`config.mk`:
```
export PLATFORM = sky130hd
export DESIGN_NAME = freeze_writer
export DESIGN_NICKNAME = d
export VERILOG_FILES = /design/src/rtl/freeze_writer.sv
export SDC_FILE = /design/constraint.sdc
export NUM_CORES = 1
export LEC_CHECK = 0
export ABC_CLOCK_PERIOD_IN_PS = 2200
export CORE_UTILIZATION = 35
export CTS_CLUSTER_SIZE = 40
export DETAILED_ROUTE_END_ITERATION = 7
export HOLD_SLACK_MARGIN = 0.1
export SYNTH_ARGS = -nofsm -noshare
export SYNTH_HDL_FRONTEND = slang
export SYNTH_SLANG_ARGS = --single-unit
```
`constraint.sdc`:
```
create_clock -name clk -period 2.2 [get_ports clk]
set_input_delay 0.44 -clock clk [delete_from_list [all_inputs] [get_ports clk]]
set_output_delay 0.44 -clock clk [all_outputs]
set_load 0.02 [all_outputs]
```
`src/rtl/freeze_writer.sv`:
```
// ---------------------------------------------------------------------------
// freeze_writer
//   Initiator side of the NCO freeze/sample interface. Takes a control word
//   from a ready/valid requester and presents it on `word`. It then fires a
//   one-cycle sample strobe `s` and holds the word for SETTLE cycles so the
//   update can propagate through the freeze stages. Finally it pulses `done`
//   and keeps a shadow copy of the committed word.
//
// Ports
//   clk        in   system clock, rising edge
//   reset_n    in   asynchronous active-low reset
//   req_valid  in   requester has a new word (held until accepted)
//   req_data   in   requested word [WIDTH-1:0]
//   req_ready  out  block can accept a request (decoded: state == IDLE)
//   s          out  registered sample strobe to the freeze register
//   word       out  registered data bus to the freeze register input
//   busy       out  update in progress (decoded: state != IDLE)
//   done       out  registered one-cycle pulse: update committed
//   shadow     out  registered copy of the last committed word
// ---------------------------------------------------------------------------
module freeze_writer #(
  parameter int unsigned WIDTH     = 12,
  parameter int unsigned SETTLE    = 2,
  parameter int unsigned SKIP_SAME = 1
) (
  input  logic             clk,
  input  logic             reset_n,
  input  logic             req_valid,
  input  logic [WIDTH-1:0] req_data,
  output logic             req_ready,
  output logic             s,
  output logic [WIDTH-1:0] word,
  output logic             busy,
  output logic             done,
  output logic [WIDTH-1:0] shadow
);

  // Settle counter holds values 0..SETTLE; keep at least one bit.
  localparam int unsigned CNT_W = (SETTLE > 0) ? $clog2(SETTLE + 1) : 1;

  localparam logic [1:0] ST_IDLE   = 2'd0;
  localparam logic [1:0] ST_STROBE = 2'd1;
  localparam logic [1:0] ST_SETTLE = 2'd2;
  localparam logic [1:0] ST_DONE   = 2'd3;

  logic [1:0]       r_state;
  logic [1:0]       w_state_nxt;
  logic [CNT_W-1:0] r_cnt;
  logic [CNT_W-1:0] w_cnt_nxt;
  logic             r_s;
  logic             r_done;
  logic [WIDTH-1:0] r_word;
  logic [WIDTH-1:0] r_shadow;
  logic             w_accept;
  logic             w_same;

  // Handshake decode and redundant-request detection.
  always_comb begin
    w_accept = (r_state == ST_IDLE) && req_valid;
    w_same   = (SKIP_SAME != 0) && (req_data == r_shadow);
  end

  // Next-state and settle-counter logic.
  always_comb begin
    w_state_nxt = r_state;
    w_cnt_nxt   = r_cnt;
    case (r_state)
      ST_IDLE: begin
        if (req_valid) begin
          // A word equal to the committed one needs no strobe.
          w_state_nxt = w_same ? ST_DONE : ST_STROBE;
        end
      end
      ST_STROBE: begin
        if (SETTLE == 0) begin
          w_state_nxt = ST_DONE;
        end else begin
          w_state_nxt = ST_SETTLE;
          w_cnt_nxt   = CNT_W'(SETTLE);
        end
      end
      ST_SETTLE: begin
        // Counter runs SETTLE..1; leaving on 1 spends exactly SETTLE cycles.
        w_cnt_nxt = r_cnt - CNT_W'(1);
        if (r_cnt <= CNT_W'(1)) begin
          w_state_nxt = ST_DONE;
        end
      end
      ST_DONE: begin
        w_state_nxt = ST_IDLE;
      end
      default: begin
        w_state_nxt = ST_IDLE;
        w_cnt_nxt   = '0;
      end
    endcase
  end

  // State, counter and registered outputs.
  always_ff @(posedge clk or negedge reset_n) begin
    if (!reset_n) begin
      r_state  <= ST_IDLE;
      r_cnt    <= '0;
      r_s      <= 1'b0;
      r_done   <= 1'b0;
      r_word   <= '0;
      r_shadow <= '0;
    end else begin
      r_state <= w_state_nxt;
      r_cnt   <= w_cnt_nxt;
      // Strobe and done are registered from the next state so that each
      // is high for exactly the cycle spent in its state.
      r_s     <= (w_state_nxt == ST_STROBE);
      r_done  <= (w_state_nxt == ST_DONE);
      if (w_accept) begin
        r_word <= req_data;
      end
      // Commit on DONE entry; a skipped request already matches the shadow.
      if ((w_state_nxt == ST_DONE) && (r_state != ST_IDLE)) begin
        r_shadow <= r_word;
      end
    end
  end

  assign req_ready = (r_state == ST_IDLE);
  assign busy      = (r_state != ST_IDLE);
  assign s         = r_s;
  assign done      = r_done;
  assign word      = r_word;
  assign shadow    = r_shadow;

endmodule

```
== Yosys cells after proc, flatten, opt, wreduce, memory -nomap -nowiden ==
Cells that the tools add are included.
Word-level totals
  register bits after elaboration: 30
  latch bits: 0
  bits in writable memories: 0
  ROM bits: 0
  input port bits: 15
  output and inout bits: 28
  logic and storage cells: 24
  memories: 0
Operators by class
  add/sub/neg operators: 1
  multipliers: 0
  divide/modulo/power cells: 0
  magnitude comparators: 1
  eq/ne operators: 6
  shifts and indexed selects: 0
  muxes and demuxes: 5
  bitwise logic cells: 0
  reduce and logical (&&, ||, !) cells: 5
Operators with widths (count)
  equality test 12 bit: 1
  case mux 2 bit (4 select lines): 1
  equality test 2 bit (second input constant): 3
  two-way mux 2 bit: 3
  equality test 2 x 1 -> 1 bit (second input constant): 2
  case mux 2 bit (2 select lines): 1
  nonzero test 2 bit: 2
  <= comparator 2 x 1 -> 1 bit (second input constant): 1
  logical AND 1 bit: 2
  logical NOT 2 bit: 1
  subtractor 2 x 1 -> 2 bit (second input constant): 1

== Longest topological paths before layout ==
  word-level depth: 6
  depth in mapped cells: 7

== Worst setup path before layout ==
OpenSTA, ideal clock, no wires.
  path kind: reg-to-reg
  start point: register r_state[0]
  end point: register r_shadow[10], in the netlist shadow[10]
  library setup time: 0.125 ns
  arrival time: 1.643 ns
  required time: 2.075 ns
  path slack: 0.432 ns
  cell stages (with the launch flop): 7
  clock period less this slack: 1.768 ns
  cells stage by stage: dfrtp_1 inv_1 ha_1 clkbuf_2 nor3_2 buf_6 mux2_2
On the way
  word-level cells in the longest chain between the ends: 4
Ends and longest elaborated chain
  start, declared: line 46  | logic [1:0] r_state;
  start signal, assigned: line 109  | r_state <= w_state_nxt;
  logical NOT 2 bit
  net req_ready: line 30  | output logic req_ready,
  case mux 2 bit (4 select lines): line 67  | case (r_state)
  equality test 2 bit: line 119  | if ((w_state_nxt == ST_DONE) && (r_state != ST_IDLE)) begin
  logical AND 1 bit: line 119
  end signal, assigned: line 120  | r_shadow <= r_word;
  end, declared: line 53  | logic [WIDTH-1:0] r_shadow;
The timed path passes the listed nets, and every way through them passes these cells.
A chain may end at the register's enable or synchronous reset.

== Worst setup path after layout ==
  start point: register r_state[0]
  end point: output req_ready
On the way
  word-level cells in the longest chain between the ends: 1
Ends and longest elaborated chain
  logical NOT 2 bit: line 125  | assign req_ready = (r_state == ST_IDLE);
  end, declared: line 30
No other way between the ends.

==> results.tsv <==
metric	value	unit
outcome	completed	
holdBufCountCts	0	
overflow	0	
critical_path_class	reg -> out	
cts_tree	built	
drt-initial-drc-count	29	
insertion_delay	0.28	ns
max_cap_violations	0	
mostFrequentLayoutCell	clkdlybuf4s50_1	
r2r_cells	6	
cts_resized	1	
track_usage	16.21	%
ir_drop	0.7830	mV
p_int	1.971	mW
vias	928	
fillers	336	
numCtsBuffers	5	
finClkSkew	0.004196	ns
slew_headroom	73.93	%
crit_end	req_ready	
synth_area	1334	um^2
hold_ws	0.5047	ns
post-cts-setup-buffers	0	
max_freq	473.0	MHz
synth.distinct_cells	22	
period_needed	2.114	ns
cts_max_level	2	
antenna_found_initial	0	
path_cells	inv_1 -> ha_2 -> clkdlybuf4s50_1	
rsz0062_at_grt	no	
die_area	4062	um^2
regToRegSetupSlack	0.38	ns
yosys_warnings	0	
ys_seq_area_share	56.29	%
reg2reg_from	r_state[0]	
post_drt_wl_per_cell	14.46	um
cp.arrival	1.67	ns
ys_seq_elements	30	
ant_nets	0	
multi_input_area	539.3	um^2
drc	0	
netSwitchingPower	1.154	mW
pin_count	43	
yosysTopAreaCell	dfrtp_1	
layout_common_cells	42 x clkdlybuf4s50_1, 30 x dfrtp_1, 24 x mux2_2	
die_w	63.73	um
area_growth	45.50	%
grt_pass1_wl	4.905	mm
insertedDiodeCount	0	
grt_max_degree	31	
fin_crit_sh	96.11	%
min_path_type	reg -> reg	
critPathLaunch	r_state[0]	
viasPerCell	4.711	
root_buffer	clkbuf_8	
synth_top_area_share	56.29	%
hpwl	2.114	mm
fin_tns_setup	0	ns
post-route-util	53.01	%
finalHoldViolCount	0	
startpoint_type	register	
finalWirelength	2.848	mm
worstMarginPinSlew	0.3910	ns
end_kind	output pin	
crit_fanout	9	
leakagePower	0.8695	nW
cp.required	1.76	ns
total_power	3.125	mW
row_count	22	
p_clk_share	16.4	%
p_comb_share	50.7	%
powerDensity	1610	nW/um^2
max_stage_delay	0.63	ns
drt_pre_antenna_iters	3	
report.final.setup_viol	0	
regArea	750.7	um^2
final_max_slew_viol_count	0	
crit_slowest_cell	clkdlybuf4s50_1	
cts_buffer_depth	2	
io_buffers	42	
syn_area_per_cell	13.75	um^2
synth_area_leaders	dfrtp_1 56%, mux2_2 20%, xor2_1 7.9%	
crit_buf_inv	2	
p_sw_share	36.92	%
syn_nets	115	
fin_nets	166	
coreArea	3661	um^2
cts.sinks	30	
p_seq_share	32.9	%
drive_gt1_share	27.52	%
synthCells	97	
clkTransAtPathRegs	0.06	ns
fp.dieH	63.73	um
r2r_end	shadow[4]	
first_global_vias	1036	
gp_congestion	0.7200	
cp_top_family	buffers and inverters	
initial_core_util	36.43	%
cp.depth	3	
## state kept, by name, indices dropped and copies added, names as in the netlist
register,count
done,1
r_cnt,2
r_state,2
s,1
shadow,12
word,12
## worst register-to-register path, cell delays in order (launching register included)
cell and delay [ns]:
dfrtp_1 0.38, inv_1 0.08, ha_2 0.35, nand2_1 0.12, nor3_2 0.20, buf_4 0.22
mux2_2 0.35
## through the flow
step | cells | setup slack (ns) | area [um^2]
finish | 197 | 0.08565 | 1941
global route | 197 | 0.01957 | 1941
CTS | 197 | 0.07477 | 1941
detailed placement | 189 | 0.2603 | 1828
global placement | 189 | 0.2754 | 1828
floorplan | 97 | 0.4322 | 1334
## routing by layer
layer | part of all wire [%] | GRT usage (%) | routed length, um | vias to the layer above
li1 | - | - | - | 438
met1 | 44 | 19.49 | 1260 | 446
met2 | 47 | 24.73 | 1331 | 37
met3 | 6.9 | 7.321 | 196 | 7
met4 | 2.1 | 7.386 | 60 | 0
met5 | 0 | 0 | 0 | -
## final cells by class
cell class | instances | area share, %
clock buffer | 8 | 5.674
inverter | 6 | 1.161
multi-input combinational | 58 | 27.79
sequential | 30 | 38.68
tap | 48 | 3.095
timing repair buffer | 47 | 23.60
## logic make-up (layout without fill, tap and decap cells)
group | Yosys count | in the layout | synth area share (%)
DFF | 30 | 30 | 56.29
muxes | 25 | 25 | 21.01
and+or+nand+nor | 13 | 13 | 6.098
xor gates and xnor gates | 12 | 12 | 7.880
buffers and inverters | 9 | 61 | 3.471
AOI/OAI and AO/OA | 5 | 5 | 2.440
adders and majority gates | 3 | 3 | 2.815
## power groups by stage
| stage | combinational [mW] | sequential [mW] | clock [mW] |
|---|---|---|---|
| final | 1.58 | 1.03 | 0.513 |
| after global routing | 1.69 | 1.08 | 0.560 |
| after CTS | 1.60 | 1.03 | 0.527 |
| after detailed placement | 1.58 | 1.04 | 0 |
| after global placement | 1.55 | 1.02 | 0 |
| after floorplan | 0.599 | 1.30 | 0 |
## cells in the mapped netlist, drive strengths merged
cell type	count
o22a	1
nor2b	1
a31oi	1
ha	3
mux2	24
nor3b	1
mux2i	1
a21oi	2
buf	2
xor2	12
nor3	3
nor4	2
inv	6
clkbuf	1
and3b	1
nand2	3
dfrtp	30
nor2	1
o22ai	1
nand4	1
## how the worst min path moves through the flow
stage / from / end / slack [ns] / cells past startpoint
global route: r_cnt[0] / r_cnt[0] / 0.53 / 1
floorplan: reset_n / done / 0.14 / 0
global placement: r_cnt[0] / r_cnt[0] / 0.47 / 1
CTS: r_cnt[0] / r_cnt[0] / 0.51 / 1
finish: r_cnt[0] / r_cnt[0] / 0.50 / 1
detailed placement: r_cnt[0] / r_cnt[0] / 0.50 / 1
Note: power is estimated with default switching activity, not from simulation.
